[config.mk]
export PLATFORM = sky130hd
export DESIGN_NAME = hilo_muldiv_unit_flat
export DESIGN_NICKNAME = d
export VERILOG_FILES = /design/src/rtl/muldiv_pkg.sv /design/src/rtl/hilo_muldiv_unit_if.sv /design/src/rtl/hilo_muldiv_unit_divider.sv /design/src/rtl/hilo_muldiv_unit.sv /design/src/flat_wrapper.sv
export SDC_FILE = /design/constraint.sdc
export NUM_CORES = 1
export LEC_CHECK = 0
export ABC_AREA = 1
export CAP_MARGIN = 20
export CORE_ASPECT_RATIO = 1.75
export CORE_MARGIN = 5
export CORE_UTILIZATION = 40
export DETAILED_ROUTE_END_ITERATION = 10
export SYNTH_ARGS = -nofsm -noshare
export SYNTH_HDL_FRONTEND = slang
export SYNTH_SLANG_ARGS = --single-unit
[constraint.sdc]
create_clock -name clk -period 7.12 [get_ports clk]
set_clock_uncertainty 0.05 [all_clocks]
set_input_delay 1.424 -clock clk [delete_from_list [all_inputs] [get_ports clk]]
set_output_delay 1.424 -clock clk [all_outputs]
set_load 0.01 [all_outputs]
[src/rtl/muldiv_pkg.sv]
// muldiv_pkg: shared op codes, FSM states and iteration count for hilo_muldiv_unit.
package muldiv_pkg;
    localparam int MULDIV_ITERS = 32;
    typedef enum logic [2:0] {
        OP_MULT  = 3'd0,
        OP_MULTU = 3'd1,
        OP_DIV   = 3'd2,
        OP_DIVU  = 3'd3,
        OP_MTHI  = 3'd4,
        OP_MTLO  = 3'd5
    } muldiv_op_t;
    typedef enum logic [1:0] {IDLE, RUN, FIN} state_t;
endpackage

[src/rtl/hilo_muldiv_unit_if.sv]
// hilo_muldiv_unit_if: issue/result bundle between the pipeline and the HI/LO unit.
interface hilo_muldiv_unit_if
    import muldiv_pkg::*;
#(
    parameter int WIDTH = MULDIV_ITERS
);
    logic             start;
    muldiv_op_t       op;
    logic [WIDTH-1:0] operand_a;
    logic [WIDTH-1:0] operand_b;
    logic             busy;
    logic             done;
    logic [WIDTH-1:0] hi;
    logic [WIDTH-1:0] lo;
    modport master (output start, op, operand_a, operand_b, input busy, done, hi, lo);
    modport slave (input start, op, operand_a, operand_b, output busy, done, hi, lo);
endinterface

[src/rtl/hilo_muldiv_unit_divider.sv]
// iter_divider: unsigned restoring divider, one quotient bit per enabled cycle after load.
module iter_divider
    import muldiv_pkg::*;
#(
    parameter int WIDTH = MULDIV_ITERS
) (
    input  logic             clk,
    input  logic             reset,
    input  logic             clk_enable,
    input  logic             load,
    input  logic [WIDTH-1:0] dividend,
    input  logic [WIDTH-1:0] divisor,
    output logic [WIDTH-1:0] quotient,
    output logic [WIDTH-1:0] remainder
);
    logic [WIDTH-1:0] quo_q, quo_d, rem_q, rem_d, dvs_q;
    logic [WIDTH:0]   shifted, diff;
    // diff[WIDTH] set means the trial subtraction went negative: restore
    always_comb begin
        shifted = {rem_q, quo_q[WIDTH-1]};
        diff    = shifted - {1'b0, dvs_q};
        rem_d   = diff[WIDTH] ? shifted[WIDTH-1:0] : diff[WIDTH-1:0];
        quo_d   = {quo_q[WIDTH-2:0], ~diff[WIDTH]};
    end
    always_ff @(posedge clk)
        if (reset) begin
            quo_q <= '0;
            rem_q <= '0;
            dvs_q <= '0;
        end else if (clk_enable) begin
            quo_q <= load ? dividend : quo_d;
            rem_q <= load ? '0 : rem_d;
            dvs_q <= load ? divisor : dvs_q;
        end
    assign quotient  = quo_q;
    assign remainder = rem_q;
endmodule

[src/rtl/hilo_muldiv_unit.sv]
// hilo_muldiv_unit: iterative MULT/MULTU/DIV/DIVU plus MTHI/MTLO, owning HI/LO.
// Define FAST_MULT_EN for a single-cycle multiplier; divide stays iterative.
module hilo_muldiv_unit
    import muldiv_pkg::*;
#(
    parameter int WIDTH = MULDIV_ITERS
) (
    input  logic              clk,
    input  logic              reset,
    input  logic              clk_enable,
    hilo_muldiv_unit_if.slave bus
);
    localparam int CW = $clog2(WIDTH);
    state_t               state_q, state_d;
    logic [CW-1:0]        cnt_q, cnt_d;
    logic [2*WIDTH-1:0]   prod_q, prod_d, prod_res;
    logic [WIDTH-1:0]     mcand_q, hi_q, lo_q, mag_a, mag_b, quo, rem, quo_res, rem_res;
    logic [WIDTH:0]       sum;
    logic                 is_div_q, neg_q, aneg_q, dz_q, done_q;
    logic                 accept, is_signed, is_mul, is_div, launch, busy;
    always_comb begin
        accept    = clk_enable && bus.start && !busy;
        is_mul    = bus.op == OP_MULT || bus.op == OP_MULTU;
        is_div    = bus.op == OP_DIV || bus.op == OP_DIVU;
        is_signed = bus.op == OP_MULT || bus.op == OP_DIV;
        mag_a     = is_signed && bus.operand_a[WIDTH-1] ? -bus.operand_a : bus.operand_a;
        mag_b     = is_signed && bus.operand_b[WIDTH-1] ? -bus.operand_b : bus.operand_b;
        sum       = {1'b0, prod_q[2*WIDTH-1:WIDTH]} + {1'b0, mcand_q & {WIDTH{prod_q[0]}}};
        prod_d    = {sum, prod_q[WIDTH-1:1]};
        prod_res  = neg_q ? -prod_q : prod_q;
        quo_res   = dz_q ? '1 : neg_q ? -quo : quo;
        rem_res   = aneg_q ? -rem : rem;
    end
`ifdef FAST_MULT_EN
    logic                      fast_q, fast_go;
    logic signed [2*WIDTH-1:0] sprod;
    logic [2*WIDTH-1:0]        uprod;
    assign fast_go = accept && is_mul;
    assign launch  = accept && is_div;
    assign sprod   = $signed(bus.operand_a) * $signed(bus.operand_b);
    assign uprod   = {{WIDTH{1'b0}}, bus.operand_a} * {{WIDTH{1'b0}}, bus.operand_b};
    always_ff @(posedge clk)
        if (reset) fast_q <= 1'b0;
        else if (clk_enable) fast_q <= fast_go;
`else
    assign launch = accept && (is_mul || is_div);
`endif
    always_ff @(posedge clk)
        if (reset) begin
            state_q <= IDLE;
            cnt_q   <= '0;
        end else if (clk_enable) begin
            state_q <= state_d;
            cnt_q   <= cnt_d;
        end
    always_comb begin
        state_d = state_q == IDLE ? (launch ? RUN : IDLE)
                : state_q == RUN  ? (cnt_q == CW'(WIDTH - 1) ? FIN : RUN)
                : IDLE;
        cnt_d   = state_q == RUN ? cnt_q + 1'b1 : '0;
    end
    always_comb busy = state_q != IDLE;
    // Magnitudes iterate; signs are re-applied when HI/LO are written in FIN
    always_ff @(posedge clk)
        if (reset) begin
            hi_q     <= '0;
            lo_q     <= '0;
            done_q   <= 1'b0;
            prod_q   <= '0;
            mcand_q  <= '0;
            is_div_q <= 1'b0;
            neg_q    <= 1'b0;
            aneg_q   <= 1'b0;
            dz_q     <= 1'b0;
        end else if (clk_enable) begin
            done_q <= state_q == FIN;
            if (launch) begin
                prod_q   <= {{WIDTH{1'b0}}, mag_b};
                mcand_q  <= mag_a;
                is_div_q <= is_div;
                neg_q    <= is_signed && (bus.operand_a[WIDTH-1] ^ bus.operand_b[WIDTH-1]);
                aneg_q   <= is_signed && bus.operand_a[WIDTH-1];
                dz_q     <= bus.operand_b == '0;
            end else if (state_q == RUN) begin
                prod_q <= prod_d;
            end
            if (state_q == FIN) {hi_q, lo_q} <= is_div_q ? {rem_res, quo_res} : prod_res;
`ifdef FAST_MULT_EN
            if (fast_go) prod_q <= is_signed ? sprod : uprod;
            if (fast_q) {hi_q, lo_q} <= prod_q;
            if (fast_q) done_q <= 1'b1;
`endif
            if (accept && bus.op == OP_MTHI) hi_q <= bus.operand_a;
            if (accept && bus.op == OP_MTLO) lo_q <= bus.operand_a;
        end
    iter_divider #(.WIDTH(WIDTH)) u_div (
        .clk        (clk),
        .reset      (reset),
        .clk_enable (clk_enable && (launch || state_q == RUN)),
        .load       (launch),
        .dividend   (mag_a),
        .divisor    (mag_b),
        .quotient   (quo),
        .remainder  (rem)
    );
    assign bus.busy = busy;
    assign bus.done = done_q;
    assign bus.hi   = hi_q;
    assign bus.lo   = lo_q;
endmodule

[src/flat_wrapper.sv]
// flat-port wrapper written by rule: the top's interface ports become plain ports
module hilo_muldiv_unit_flat import muldiv_pkg::*;
#(
    parameter int WIDTH = MULDIV_ITERS
)
  (clk, reset, clk_enable, bus_start, bus_op, bus_operand_a, bus_operand_b, bus_busy, bus_done, bus_hi, bus_lo);
  hilo_muldiv_unit_if #(.WIDTH(WIDTH)) bus_i ();
  input  logic clk;
  input  logic reset;
  input  logic clk_enable;
  input wire logic [$bits(bus_i.start)-1:0] bus_start;
  input wire logic [$bits(bus_i.op)-1:0] bus_op;
  input wire logic [$bits(bus_i.operand_a)-1:0] bus_operand_a;
  input wire logic [$bits(bus_i.operand_b)-1:0] bus_operand_b;
  output wire logic [$bits(bus_i.busy)-1:0] bus_busy;
  output wire logic [$bits(bus_i.done)-1:0] bus_done;
  output wire logic [$bits(bus_i.hi)-1:0] bus_hi;
  output wire logic [$bits(bus_i.lo)-1:0] bus_lo;
  assign bus_i.start = bus_start;
  assign bus_i.op = bus_op;
  assign bus_i.operand_a = bus_operand_a;
  assign bus_i.operand_b = bus_operand_b;
  assign bus_busy = bus_i.busy;
  assign bus_done = bus_i.done;
  assign bus_hi = bus_i.hi;
  assign bus_lo = bus_i.lo;
  hilo_muldiv_unit #(.WIDTH(WIDTH)) u_core (.clk(clk), .reset(reset), .clk_enable(clk_enable), .bus(bus_i));
endmodule
Word-level counts from Yosys, hierarchy flattened
Index checks and enable logic that the tools add are counted.
{ "word_totals": {"regBits": 268, "latch_bits": 0, "ramBits": 0, "rom_bits": 0, "in_bits": 71, "output_inout_bits": 66, "word_cells": 81, "memories": 0} }
{ "op_classes": {"add_sub_neg": 8, "n_mul": 0, "n_div": 0, "magnitude_cmp": 0, "n_eq_ne": 8, "shift": 0, "mux": 21, "n_bitwise": 3, "reduce_logical": 27} }
{ "op_table": {"columns": ["op", "n"], "rows": [
  ["two-way mux 32 bit", 12],
  ["two-way mux 64 bit", 4],
  ["negation 32 bit", 4],
  ["negation 64 bit", 1],
  ["adder 32 x 32 -> 33 bit", 1],
  ["subtractor 33 x 32 -> 33 bit", 1],
  ["bitwise AND 32 bit", 1],
  ["logical NOT 32 bit", 1],
  ["AND reduction 2 bit", 5],
  ["logical AND 1 bit", 9],
  ["nonzero test 2 bit", 4],
  ["equality test 3 x 2 -> 1 bit (second input constant)", 2],
  ["equality test 3 bit (second input constant)", 2],
  ["two-way mux 2 bit", 3],
  ["adder 5 x 1 -> 5 bit (second input constant)", 1],
  ["equality test 5 bit (second input constant)", 1],
  ["logical OR 1 bit", 5],
  ["two-way mux 5 bit", 1],
  ["equality test 3 x 1 -> 1 bit (second input constant)", 1],
  ["logical NOT 3 bit", 1],
  ["equality test 2 x 1 -> 1 bit (second input constant)", 1],
  ["equality test 2 bit (second input constant)", 1],
  ["logical NOT 2 bit", 1],
  ["logical NOT 1 bit", 1],
  ["3 further kinds", 3]
]} }

Logic depth before layout (Yosys ltp)
{ "depth": {"ltp_word": 7, "mapped_depth": 18, "ltp_nobuf": 17} }

Hierarchy
Synthesis repeated with hierarchy kept, for this count alone.
{ "unflattened": {"hier_cells": 3834, "area_unflattened_um2": 22108.7} }
{ "by_module_without_submodules": {"columns": ["module", "instances", "cells_per_inst", "area_per_inst_um2", "seq_area_each_um2"], "rows": [
  ["hilo_muldiv_unit", 1, 2692, 15371.0, 3443.3],
  ["iter_divider", 1, 1142, 6737.7, 1921.8]
]} }

Worst setup path before layout
No wires, ideal clock.
{ "synth_path": {"path_type": "input-to-reg", "startpoint": "input port bus_operand_b[1]", "endpoint": "register u_core.prod_q[30]", "setup_time_ns": 0.132, "t_arrival_ns": 2.742, "required_time_ns": 6.938, "path_slack_ns": 4.196, "path_stages": 13, "path_cell_list": "inv_1 ha_1 nand3_1 nor2_1 nand2_1 inv_1 nand3_1 nor2_1 nand2_1 o21ai_0 nand2_1 nand3_1 a21oi_1"} }
{ "synth_between": {"elab_chain_cells": 3} }
{ "synth_lines": {"columns": ["element", "line_no", "rtl"], "rows": [
  ["from (decl)", "flat_wrapper.sv:14", "input wire logic [$bits(bus_i.operand_b)-1:0] bus_operand_b;"],
  ["negation 32 bit", "hilo_muldiv_unit.sv:27", "mag_b = is_signed && bus.operand_b[WIDTH-1] ? -bus.operand_b : bus.operand_b;"],
  ["two-way mux 32 bit", "hilo_muldiv_unit.sv:27", null],
  ["two-way mux 64 bit", "hilo_muldiv_unit.sv:77", "if (launch) begin"],
  ["to (signal assigned)", "hilo_muldiv_unit.sv:78", "prod_q <= {{WIDTH{1'b0}}, mag_b};"],
  ["to (signal assigned)", "hilo_muldiv_unit.sv:85", "prod_q <= prod_d;"],
  ["to (decl)", "hilo_muldiv_unit.sv:16", "logic [2*WIDTH-1:0] prod_q, prod_d, prod_res;"]
]} }
Every way passes these cells.
A chain may end at the register's enable or synchronous reset.

Final worst setup path
{ "layout_path": {"startpoint": "input port clk_enable", "endpoint": "register u_core.prod_q[15]"} }
{ "layout_between": {"elab_chain_cells": 5} }
{ "layout_lines": {"columns": ["element", "line_no", "rtl"], "rows": [
  ["from (decl)", "flat_wrapper.sv:10", "input logic clk_enable;"],
  ["logical AND 1 bit (2 in series)", "hilo_muldiv_unit.sv:22", "accept = clk_enable && bus.start && !busy;"],
  ["logical AND 1 bit", "hilo_muldiv_unit.sv:46", "assign launch = accept && (is_mul || is_div);"],
  ["nonzero test 2 bit (no source line)", null, null],
  ["AND reduction 2 bit (no source line)", null, null]
]} }
Parallel ways exist; a longest one is shown, timed or not.

==> impl_metrics.tcl <==
set metrics [dict create \
    slew_headroom 0.250 \
    cts_tree "built" \
    min_period_ns 4.29 \
    pre_cts_ws_ns 2.26 \
    clock_sinks 268 \
    yosys_register_bits 268 \
    detailroute.via_count 25412 \
    drt_first_iter_violations 2254 \
    grtUsageMet3 0.0369 \
    vdd_drop_max_uv 331 \
    hold_buffers 0 \
    synth-simple-area-share 0.377 \
    grt_pass1_wl_um 152000 \
    cp.arrival_ns 4.66 \
    hpwl_um 83900 \
    gp_congestion 1.05 \
    overflow 0 \
    dieArea_um2 58000 \
    netlist.area_leader.share 0.253 \
    crit_type "in -> reg" \
    p_seq_frac 0.235 \
    yosysTopAreaCell "dfxtp_1" \
    postSynthCellCount 3698 \
    diodes 0 \
    ys_types 44 \
    fin_ws_ns 2.83 \
    drive_above_1_share 0.0311 \
    area_delta_synth_final_pct 13.4 \
    synth_compound_area_frac 0.204 \
    wl_um 105000 \
    syn-num-nets 3842 \
    cp-end-kind "register" \
    antenna_found_initial 0 \
    syn_area_um2 21200 \
    yosys_warnings 0 \
    cts.repair.resized 0 \
    worst_pin_slew_ns 1.11 \
    floorplan.initialDensity 0.405 \
    synthAdderAreaFrac 0.0437 \
    hold_viol_final 0 \
    htreeDepth 1 \
    ys_seq_area_frac 0.253 \
    antenna_left 0 \
    rsz0062_at_grt "false" \
    avgViaCountPerCell 5.72 \
    status "completed" \
    grt_use_total 0.349 \
    finalPower_w 0.00717 \
    r2r_end "u_core.u_div.remainder[20]" \
    final_nets 3890 \
    p_comb_frac 0.529 \
    fillCellCount 5932 \
    die_x_um 184 \
    synth.area.top_cells "dfxtp_1 (25%), nand2_1 (19%), a21oi_1 (9.3%)" \
    required_ns 7.50 \
    max_freq_mhz 233 \
    io_buffers 136 \
    cts_buffers 29 \
    wl_per_cell_um 23.6 \
    path_clk_slew_ns 0.06 \
    drc 0 \
    min_path_cells 2 \
    clk_latency_ns 0.59 \
    grt_max_degree 133 \
    synthMuxAreaShare 0 \
    cap_violations 0 \
    reg2reg_depth 16 \
    tns_ns 0 \
    clock-root-buffer "clkbuf_16" \
    num_rows 111 \
    p_int_w 0.00360 \
    timing.hold.ws_ns 0.413 \
    startpoint_type "input port" \
    drtPass1Iterations 6 \
    layout_common_cells "nand2_1 (1,081), inv_1 (445), a21oi_1 (395)" \
    worstHoldStart "u_core.u_div.dvs_q[9]" \
    grt_pass1_vias 24607 \
    rr_startpoint "u_core.u_div.quotient[31]" \
    synth-xor-area-share 0.0136 \
    swShare 0.497 \
    core-area_um2 52500 \
    busiest_layer "met2" \
    post-route-period-util 0.602 \
    die_y_um 315 \
    regToRegSetupSlack_ns 3.70 \
    met2_usage 0.618 \
    switchingPower_w 0.00356 \
    use_met1 0.347 \
    finalSetupViolCount 0 \
    syn_avg_cell_area_um2 5.74 \
    p_per_area_nw_per_um2 298 \
    p_leak_nw 11.4 \
    critPathMaxFanout 68 \
    cts_setup_buffers 0 \
    synth_top_family_by_area "simple AND/OR/NAND/NOR gates" \
    drv_slew 0 \
    ios 137 \
    clk_path_buf_depth 3 \
    clkPwrFrac 0.236 \
    holdPathEnd "u_core.u_div.dvs_q[9]" \
    min_path_type "reg -> reg" \
    layout_commonest_cell "nand2_1" \
]
==> kinds of logic (layout without fill, tap and decap cells) <==
logic type | count (synthesis) | in the layout
and+or+nand+nor | 1928 | 1928
AOI/OAI and AO/OA | 795 | 795
buffers and inverters | 601 | 671
DFF | 268 | 268
adders and majority gates | 73 | 73
xor gates and xnor gates | 33 | 33
==> registers in the layout (all words and copies together), names as in the netlist <==
signal,count
u_core.mcand_q,32
u_core.dz_q,1
u_core.bus.hi,32
u_core.aneg_q,1
u_core.bus.done,1
u_core.u_div.quotient,32
u_core.state_q,2
u_core.u_div.dvs_q,32
u_core.cnt_q,5
u_core.bus.lo,32
u_core.u_div.remainder,32
u_core.prod_q,64
u_core.neg_q,1
u_core.is_div_q,1
==> worst max-delay path, stage by stage <==
cell and delay, ns:
clkdlybuf4s50_1 0.76, nand4_4 0.20, nor2_4 0.19, clkinv_2 0.50, nand2_2 0.64, clkinv_2 0.11
buf_4 0.40, a22oi_1 0.25, a21oi_1 0.10
==> cell type report <==
class / count / area (um^2) / area share
Multi-Input combinational cell: 2829 / 13600 / 0.563
Clock inverter: 17 / 215 / 0.00894
Sequential cell: 268 / 5370 / 0.223
Timing Repair Buffer: 160 / 1560 / 0.0646
Inverter: 458 / 1720 / 0.0715
Tap cell: 678 / 848 / 0.0352
Clock buffer: 36 / 812 / 0.0337
==> through the flow <==
| step | area, um^2 | std cells | utilization |
|---|---|---|---|
| global placement | 23100 | 4393 | 0.439 |
| global route | 24100 | 4446 | 0.459 |
| CTS | 24100 | 4446 | 0.459 |
| floorplan | 21200 | 3698 | - |
| finish | 24100 | 4446 | 0.459 |
| detailed placement | 23100 | 4393 | 0.439 |
==> how the worst max path moves through the flow <==
stage | startpoint | end | slack [ns]
after detailed placement | clk_enable | u_core.prod_q[7] | 2.26
after floorplan | bus_operand_b[1] | u_core.prod_q[30] | 4.20
after global routing | clk_enable | u_core.prod_q[15] | 2.66
after global placement | clk_enable | u_core.prod_q[38] | 2.28
after CTS | clk_enable | u_core.prod_q[15] | 2.86
final | clk_enable | u_core.prod_q[15] | 2.83
==> power by group through the flow <==
| stage | Combinational [W] | Sequential [W] | Clock, W |
|---|---|---|---|
| global route | 0.00417 | 0.00169 | 0.00176 |
| global placement | 0.00371 | 0.00171 | 0 |
| detailed placement | 0.00370 | 0.00171 | 0 |
| floorplan | 0.00252 | 0.00167 | 0 |
| finish | 0.00379 | 0.00168 | 0.00169 |
| CTS | 0.00372 | 0.00168 | 0.00170 |
==> synth_stat cells, drive strengths merged <==
cell        n
nand2    1082
inv       456
a21oi     395
nor2      384
nand3     330
dfxtp     268
o21ai     260
clkbuf     94
ha         71
a22oi      50
buf        49
nor3       47
nand4      37
nand3b     27
a31oi      23
xor2       18
or2        17
o221ai     15
xnor2      15
a21o       11
o211ai     10
o21a       10
o21bai      8
o31ai       5
a21boi      3
a211oi      2
and2        2
clkinv      2
fa          2
nor4        2
o22ai       2
o2bb2ai     1
==> metal layers <==
metal,vias up,part of all wire
met5,-,0
met1,11713,0.33
met2,1093,0.49
met4,0,0.12
met3,410,0.058
li1,12196,-
No activity file was read; power rests on OpenSTA's default activity.
